<file path="config.mk">
export PLATFORM = sky130hd
export DESIGN_NAME = booth_seq_mult_flat
export DESIGN_NICKNAME = d
export VERILOG_FILES = /design/src/rtl/booth_pkg.sv /design/src/rtl/booth_seq_mult_if.sv /design/src/rtl/booth_seq_mult_ctrl.sv /design/src/rtl/booth_seq_mult.sv /design/src/flat_wrapper.sv
export SDC_FILE = /design/constraint.sdc
export NUM_CORES = 1
export LEC_CHECK = 0
export CORE_UTILIZATION = 59
export DETAILED_ROUTE_END_ITERATION = 16
export GPL_TIMING_DRIVEN = 0
export PLACE_DENSITY = 0.84
export SLEW_MARGIN = 0
export SYNTH_ARGS = -nofsm -noshare
export SYNTH_HDL_FRONTEND = slang
export SYNTH_SLANG_ARGS = --single-unit
</file>
<file path="constraint.sdc">
create_clock -name clk -period 9.08 [get_ports clk]
set_clock_uncertainty 0.05 [all_clocks]
set_input_delay 2.27 -clock clk [delete_from_list [all_inputs] [get_ports clk]]
set_output_delay 2.27 -clock clk [all_outputs]
set_load 0.005 [all_outputs]
</file>
<file path="src/rtl/booth_pkg.sv">
// booth_seq_mult shared types
// FSM state encoding and Booth op decode
package booth_pkg;

  typedef enum logic [1:0] {
    ST_IDLE = 2'b00,
    ST_RUN  = 2'b01,
    ST_DONE = 2'b10
  } state_e;

  typedef enum logic [1:0] {
    OP_NOP = 2'b00,
    OP_ADD = 2'b01,
    OP_SUB = 2'b10
  } op_e;

  function automatic op_e booth_op(
    input logic q0,
    input logic qm1
  );
    op_e op;
    op = OP_NOP;
    unique case (1'b1)
      (q0 == 1'b0) && (qm1 == 1'b1): op = OP_ADD;
      (q0 == 1'b1) && (qm1 == 1'b0): op = OP_SUB;
      default:                       op = OP_NOP;
    endcase
    return op;
  endfunction

endpackage

</file>
<file path="src/rtl/booth_seq_mult_if.sv">
// booth_seq_mult request/response bundle
// master issues operands, slave returns product
interface booth_if #(
  parameter int WIDTH = 32
) ();
  logic               start;
  logic               signed_mode;
  logic [WIDTH-1:0]   multiplicand;
  logic [WIDTH-1:0]   multiplier;
  logic               busy;
  logic               done;
  logic [2*WIDTH-1:0] product;

  modport master (
    output start, signed_mode,
    output multiplicand, multiplier,
    input  busy, done, product
  );

  modport slave (
    input  start, signed_mode,
    input  multiplicand, multiplier,
    output busy, done, product
  );
endinterface

</file>
<file path="src/rtl/booth_seq_mult_ctrl.sv">
// booth_seq_mult controller
// IDLE/RUN/DONE FSM plus iteration counter
module booth_ctrl
  import booth_pkg::*;
#(
  parameter int WIDTH = 32,
  parameter int CNT_W = $clog2(WIDTH + 2)
) (
  input  logic clk,
  input  logic reset_n,
  input  logic start,
  output logic load,
  output logic step,
  output logic finish,
  output logic busy,
  output logic done
);

  state_e             state_q, state_d;
  logic [CNT_W-1:0]   cnt_q, cnt_d;
  logic               count_is_one;

  assign count_is_one = (cnt_q == CNT_W'(1));

  // state and counter registers, sync reset
  always_ff @(posedge clk) begin
    if (!reset_n) begin
      state_q <= ST_IDLE;
      cnt_q   <= '0;
    end else begin
      state_q <= state_d;
      cnt_q   <= cnt_d;
    end
  end

  // next state, counter and datapath strobes
  always_comb begin
    state_d = state_q;
    cnt_d   = cnt_q;
    load    = 1'b0;
    step    = 1'b0;
    finish  = 1'b0;
    unique case (state_q)
      ST_IDLE: begin
        if (start) begin
          load    = 1'b1;
          cnt_d   = CNT_W'(WIDTH + 1);
          state_d = ST_RUN;
        end
      end
      ST_RUN: begin
        step  = 1'b1;
        cnt_d = cnt_q - CNT_W'(1);
        if (count_is_one) begin
          finish  = 1'b1;
          state_d = ST_DONE;
        end
      end
      ST_DONE: state_d = ST_IDLE;
      default: state_d = ST_IDLE;
    endcase
  end

  assign busy = (state_q == ST_RUN) ||
                (state_q == ST_DONE);
  assign done = (state_q == ST_DONE);

endmodule

</file>
<file path="src/rtl/booth_seq_mult.sv">
// booth_seq_mult top: radix-2 Booth datapath
// A/M/Q/Q-1 registers driven by booth_ctrl
module booth_seq_mult
  import booth_pkg::*;
#(
  parameter int WIDTH = 32,
  parameter int CNT_W = $clog2(WIDTH + 2)
) (
  input logic  clk,
  input logic  reset_n,
  booth_if.slave bus
);

  localparam int W1 = WIDTH + 1;

  logic               load, step, finish;
  logic               busy, done;
  logic [W1:0]        a_q, a_d;
  logic [W1:0]        a_sum, m_x;
  logic [W1-1:0]      m_q, m_d;
  logic [W1-1:0]      q_q, q_d;
  logic               qm1_q, qm1_d;
  logic [2*WIDTH-1:0] prod_q, prod_d;
  logic               ext_mc, ext_mp;
  op_e                op;

  booth_ctrl #(
    .WIDTH (WIDTH),
    .CNT_W (CNT_W)
  ) u_ctrl (
    .clk     (clk),
    .reset_n (reset_n),
    .start   (bus.start),
    .load    (load),
    .step    (step),
    .finish  (finish),
    .busy    (busy),
    .done    (done)
  );

  // datapath registers, sync reset
  always_ff @(posedge clk) begin
    if (!reset_n) begin
      a_q    <= '0;
      m_q    <= '0;
      q_q    <= '0;
      qm1_q  <= 1'b0;
      prod_q <= '0;
    end else begin
      a_q    <= a_d;
      m_q    <= m_d;
      q_q    <= q_d;
      qm1_q  <= qm1_d;
      prod_q <= prod_d;
    end
  end

  // operand load, Booth add/sub and arithmetic shift
  always_comb begin
    a_d    = a_q;
    m_d    = m_q;
    q_d    = q_q;
    qm1_d  = qm1_q;
    prod_d = prod_q;
    ext_mc = bus.signed_mode &
             bus.multiplicand[WIDTH-1];
    ext_mp = bus.signed_mode &
             bus.multiplier[WIDTH-1];
    op     = booth_op(q_q[0], qm1_q);
    m_x    = {m_q[W1-1], m_q};
    a_sum  = a_q;
    unique case (op)
      OP_ADD:  a_sum = a_q + m_x;
      OP_SUB:  a_sum = a_q - m_x;
      default: a_sum = a_q;
    endcase
    if (load) begin
      m_d   = {ext_mc, bus.multiplicand};
      q_d   = {ext_mp, bus.multiplier};
      a_d   = '0;
      qm1_d = 1'b0;
    end else if (step) begin
      a_d   = {a_sum[W1], a_sum[W1:1]};
      q_d   = {a_sum[0], q_q[W1-1:1]};
      qm1_d = q_q[0];
      if (finish) begin
        prod_d = {a_d[WIDTH-2:0], q_d};
      end
    end
  end

  assign bus.busy    = busy;
  assign bus.done    = done;
  assign bus.product = prod_q;

endmodule

</file>
<file path="src/flat_wrapper.sv">
// flat-port wrapper written by rule: the top's interface ports become plain ports
module booth_seq_mult_flat import booth_pkg::*;
#(
  parameter int WIDTH = 32,
  parameter int CNT_W = $clog2(WIDTH + 2)
)
  (clk, reset_n, bus_start, bus_signed_mode, bus_multiplicand, bus_multiplier, bus_busy, bus_done, bus_product);
  booth_if #(.WIDTH(WIDTH)) bus_i ();
  input logic clk;
  input logic reset_n;
  input wire logic [$bits(bus_i.start)-1:0] bus_start;
  input wire logic [$bits(bus_i.signed_mode)-1:0] bus_signed_mode;
  input wire logic [$bits(bus_i.multiplicand)-1:0] bus_multiplicand;
  input wire logic [$bits(bus_i.multiplier)-1:0] bus_multiplier;
  output wire logic [$bits(bus_i.busy)-1:0] bus_busy;
  output wire logic [$bits(bus_i.done)-1:0] bus_done;
  output wire logic [$bits(bus_i.product)-1:0] bus_product;
  assign bus_i.start = bus_start;
  assign bus_i.signed_mode = bus_signed_mode;
  assign bus_i.multiplicand = bus_multiplicand;
  assign bus_i.multiplier = bus_multiplier;
  assign bus_busy = bus_i.busy;
  assign bus_done = bus_i.done;
  assign bus_product = bus_i.product;
  booth_seq_mult #(.WIDTH(WIDTH), .CNT_W(CNT_W)) u_core (.clk(clk), .reset_n(reset_n), .bus(bus_i));
endmodule
</file>
==> flow_metrics.py <==
metrics = {
    "route": {
        "drt-vias-per-instance": 6.050,
        "antenna_left": 0,
        "dr.pass1.iters": 5,
        "route.final.wire_length_mm": 29.17,
        "drt_iter0_drc": 1030,
        "post_drt_wl_per_cell_um": 18.74,
        "num_vias": 9420,
        "drc": 0,
    },
    "floorplan": {
        "fp-row-count": 45,
        "initial_core_util_pct": 60.69,
        "die-area_sq_um": 16260,
        "die_w_um": 127.5,
        "core_area_sq_um": 15310,
        "ios": 134,
        "chipHeight_um": 127.5,
    },
    "clocking": {
        "cts-root-buf": "clkbuf_16",
        "insertion_delay_ns": 0.44,
        "clock_sinks": 172,
        "cts_max_path_buffers": 2,
        "cts_resized": 0,
        "cts.clk_slew.worst_paths_ns": 0.07,
        "post_cts.repair.setup_buffers": 0,
        "hold_buffers": 0,
        "cts_buffers": 17,
        "cts_tree": "yes",
        "h-tree-depth": 4,
    },
    "synthesis": {
        "netlist_instances": 1181,
        "synth_cell_types": 60,
        "syn-num-nets": 1290,
        "synth_area_leaders": "dfxtp_1, a21oi_1, nand2_1",
        "synth_area_per_cell_sq_um": 7.870,
        "ys_warn_count": 0,
        "synth_top_area_cell": "dfxtp_1",
        "yosysSeqAreaShare_pct": 37.05,
        "ys.flop_type": "dfxtp_1",
        "synth_seq_cells": 172,
        "synth-edff-count": 0,
        "synth_area_sq_um": 9294,
        "synth_top_area_share_pct": 37.05,
        "async_flop_share_pct": 0,
    },
    "min_path": {
        "hp-class": "reg2reg",
    },
    "critical_path": {
        "cpPeakStageDelay_ns": 0.75,
        "crit_required_ns": 9.33,
        "start_kind": "flop",
        "path_max_fanout": 10,
        "endpoint_kind": "flop",
        "worstPathArrival_ns": 5.43,
        "worst_path_max_delay_cell": "a311oi_1",
        "cp_top_family": "compound AO/OA/AOI/OAI gates",
        "cp.buffers_inverters": 2,
        "path_cells": "ha_1 -> clkbuf_1 -> buf_1 -> nor2_1 -> xnor2_1 -> ha_1 -> nor2b_1 -> o31a_1 -> a311oi_1 -> o211ai_1 -> a211oi_1 -> xnor2_1 -> nor3_1 -> a2111oi_0",
        "path_class": "reg2reg",
    },
    "global_routing": {
        "gr-usage-all-layers_pct": 36.19,
        "grt.overflow.total": 0,
        "grt_util_met2_pct": 59.18,
        "grt_max_degree": 17,
        "grt_pass1_vias": 8816,
        "globalRoute.busiestLayer": "met2",
        "use_met1_pct": 47.26,
        "antenna_found_initial": 0,
        "met3_usage_pct": 7.245,
        "grt_pass1_wl_mm": 45.53,
    },
    "timing": {
        "grt_setup_unrepaired": "no",
        "slew-limit-headroom_pct": 27.16,
        "max_freq_mhz": 192.9,
        "fin_crit_sh_pct": 57.09,
        "setup_violations": 0,
        "period_needed_ns": 5.184,
        "slew_violations": 0,
        "finalSetupTns_ns": 0,
        "hold_viol": 0,
        "tightestPinTransition_ns": 1.065,
    },
    "placed_design": {
        "placed_cell_area_sq_um": 10900,
        "port_buffers": 133,
        "gp_congestion": 0.9467,
        "hpwl_mm": 21.46,
    },
    "power_and_ir_drop": {
        "power_density_nw_per_um2": 207.9,
        "p_int_w": 0.001492,
        "power_frac_seq_pct": 36.7,
        "power_switching_w": 0.0008850,
        "p_leak_nw": 4.182,
        "peakVddDrop_mv": 0.1441,
        "power.share.switching_pct": 37.23,
        "p_clk_share_pct": 28.6,
        "p_comb_share_pct": 34.7,
    },
    "finish": {
        "area_delta_synth_final_pct": 23.02,
        "nets": 1442,
        "layout_commonest_cell": "nand2_1",
        "postLayoutCellArea_sq_um": 11430,
        "mostFrequentLayoutCells": "nand2_1, dfxtp_1, a21oi_1, clkdlybuf4s50_1, nor2_1",
        "fillCellCount": 1243,
        "n_antenna_cell": 0,
        "drive_gt1_share_pct": 3.269,
    },
    "outcome": {
        "status": "complete, no violations",
    },
    "run": {
        "maxCapViolations": 0,
    },
}
==> synth_stat cells, drive strengths merged (2+ instances only) <==
library cell	instances
nand3	11
o21a	3
a41oi	2
or3	6
nor2	116
nor4	8
or4	7
clkbuf	61
o21bai	5
buf	14
o211ai	6
o31ai	6
a222oi	2
a21boi	3
mux2	2
a211oi	61
xor2	12
o41ai	3
nor2b	14
a21o	11
and3	10
mux2i	51
and2	5
dfxtp	172
ha	40
nor3	16
o21ai	65
nand2b	9
xnor2	44
a31oi	19
a2111oi	4
inv	25
nor3b	5
a21oi	153
nor4b	2
nand4	4
a311oi	3
nand2	188
==> registers in the layout, indices dropped and copies added (netlist names) <==
register               cells
u_core.qm1_q               1
u_core.q_q                33
u_core.a_q                33
u_core.u_ctrl.state_q      2
u_core.bus.product        64
u_core.m_q                33
u_core.u_ctrl.cnt_q        6
==> worst paths after layout <==
kind	from	to	slack (ns)	cells past startpoint
min reg2reg	u_core.bus.product[32]	u_core.bus.product[32]	0.40	2
max reg2reg	u_core.q_q[0]	u_core.bus.product[58]	3.90	14
min	u_core.bus.product[32]	u_core.bus.product[32]	0.40	2
max	u_core.q_q[0]	u_core.bus.product[58]	3.90	14
==> stage by stage <==
step,cells,hold WS (ns),utilization (%),power (W),worst slack [ns]
floorplan,1181,0.3938,-,0.001443,5.120
global route,1557,0.4198,74.66,0.002484,3.769
detailed placement,1525,0.3968,71.14,0.001682,4.006
finish,1557,0.4036,74.66,0.002377,3.896
CTS,1557,0.4061,74.66,0.002353,4.035
global placement,1525,0.3909,71.10,0.001666,3.664
==> per-layer routing <==
metal | wire, um | part of all wire [%]
met2 | 13490 | 46
met3 | 2268 | 7.8
met5 | 0 | 0
met4 | 834 | 2.9
met1 | 12580 | 43
==> power by group through the flow <==
stage / Combinational [W] / Clock (W) / Sequential (W)
6_report: 0.000825 / 0.000679 / 0.000873
5_1_grt: 0.000896 / 0.000709 / 0.000879
4_1_cts: 0.000805 / 0.000677 / 0.000870
3_5_place_dp: 0.000797 / 0 / 0.000886
3_3_place_gp: 0.000782 / 0 / 0.000884
2_1_floorplan: 0.000572 / 0 / 0.000871
==> worst register-to-register path: stages (launching register included) <==
cell and delay [ns]:
dfxtp_1 0.41, ha_1 0.28, clkbuf_1 0.42, buf_1 0.48, nor2_1 0.11, xnor2_1 0.15, ha_1 0.32, nor2b_1 0.18
o31a_1 0.31, a311oi_1 0.75, o211ai_1 0.51, a211oi_1 0.37, xnor2_1 0.21, nor3_1 0.09, a2111oi_0 0.41
==> final cells by class <==
class	instances	area (sq um)	share of cell area, %
inverter	26	97.59	0.8536
clock inverter	12	91.34	0.7989
tap	211	264.0	2.309
buffer	75	289.0	2.528
clock buffer	20	446.7	3.907
timing repair buffer	133	1331	11.64
sequential	172	3443	30.12
multi-input combinational	908	5470	47.84
==> cells by family after synthesis <==
logic type / Yosys count / synth area share, %
xor gates and xnor gates: 56 / 5.277
buffers and inverters: 101 / 4.160
AOI/OAI and AO/OA: 353 / 22.81
and+or+nand+nor: 405 / 19.37
muxes: 53 / 5.735
adders and majority gates: 41 / 5.600
DFF: 172 / 37.05
(Power assumes the default switching activity.)
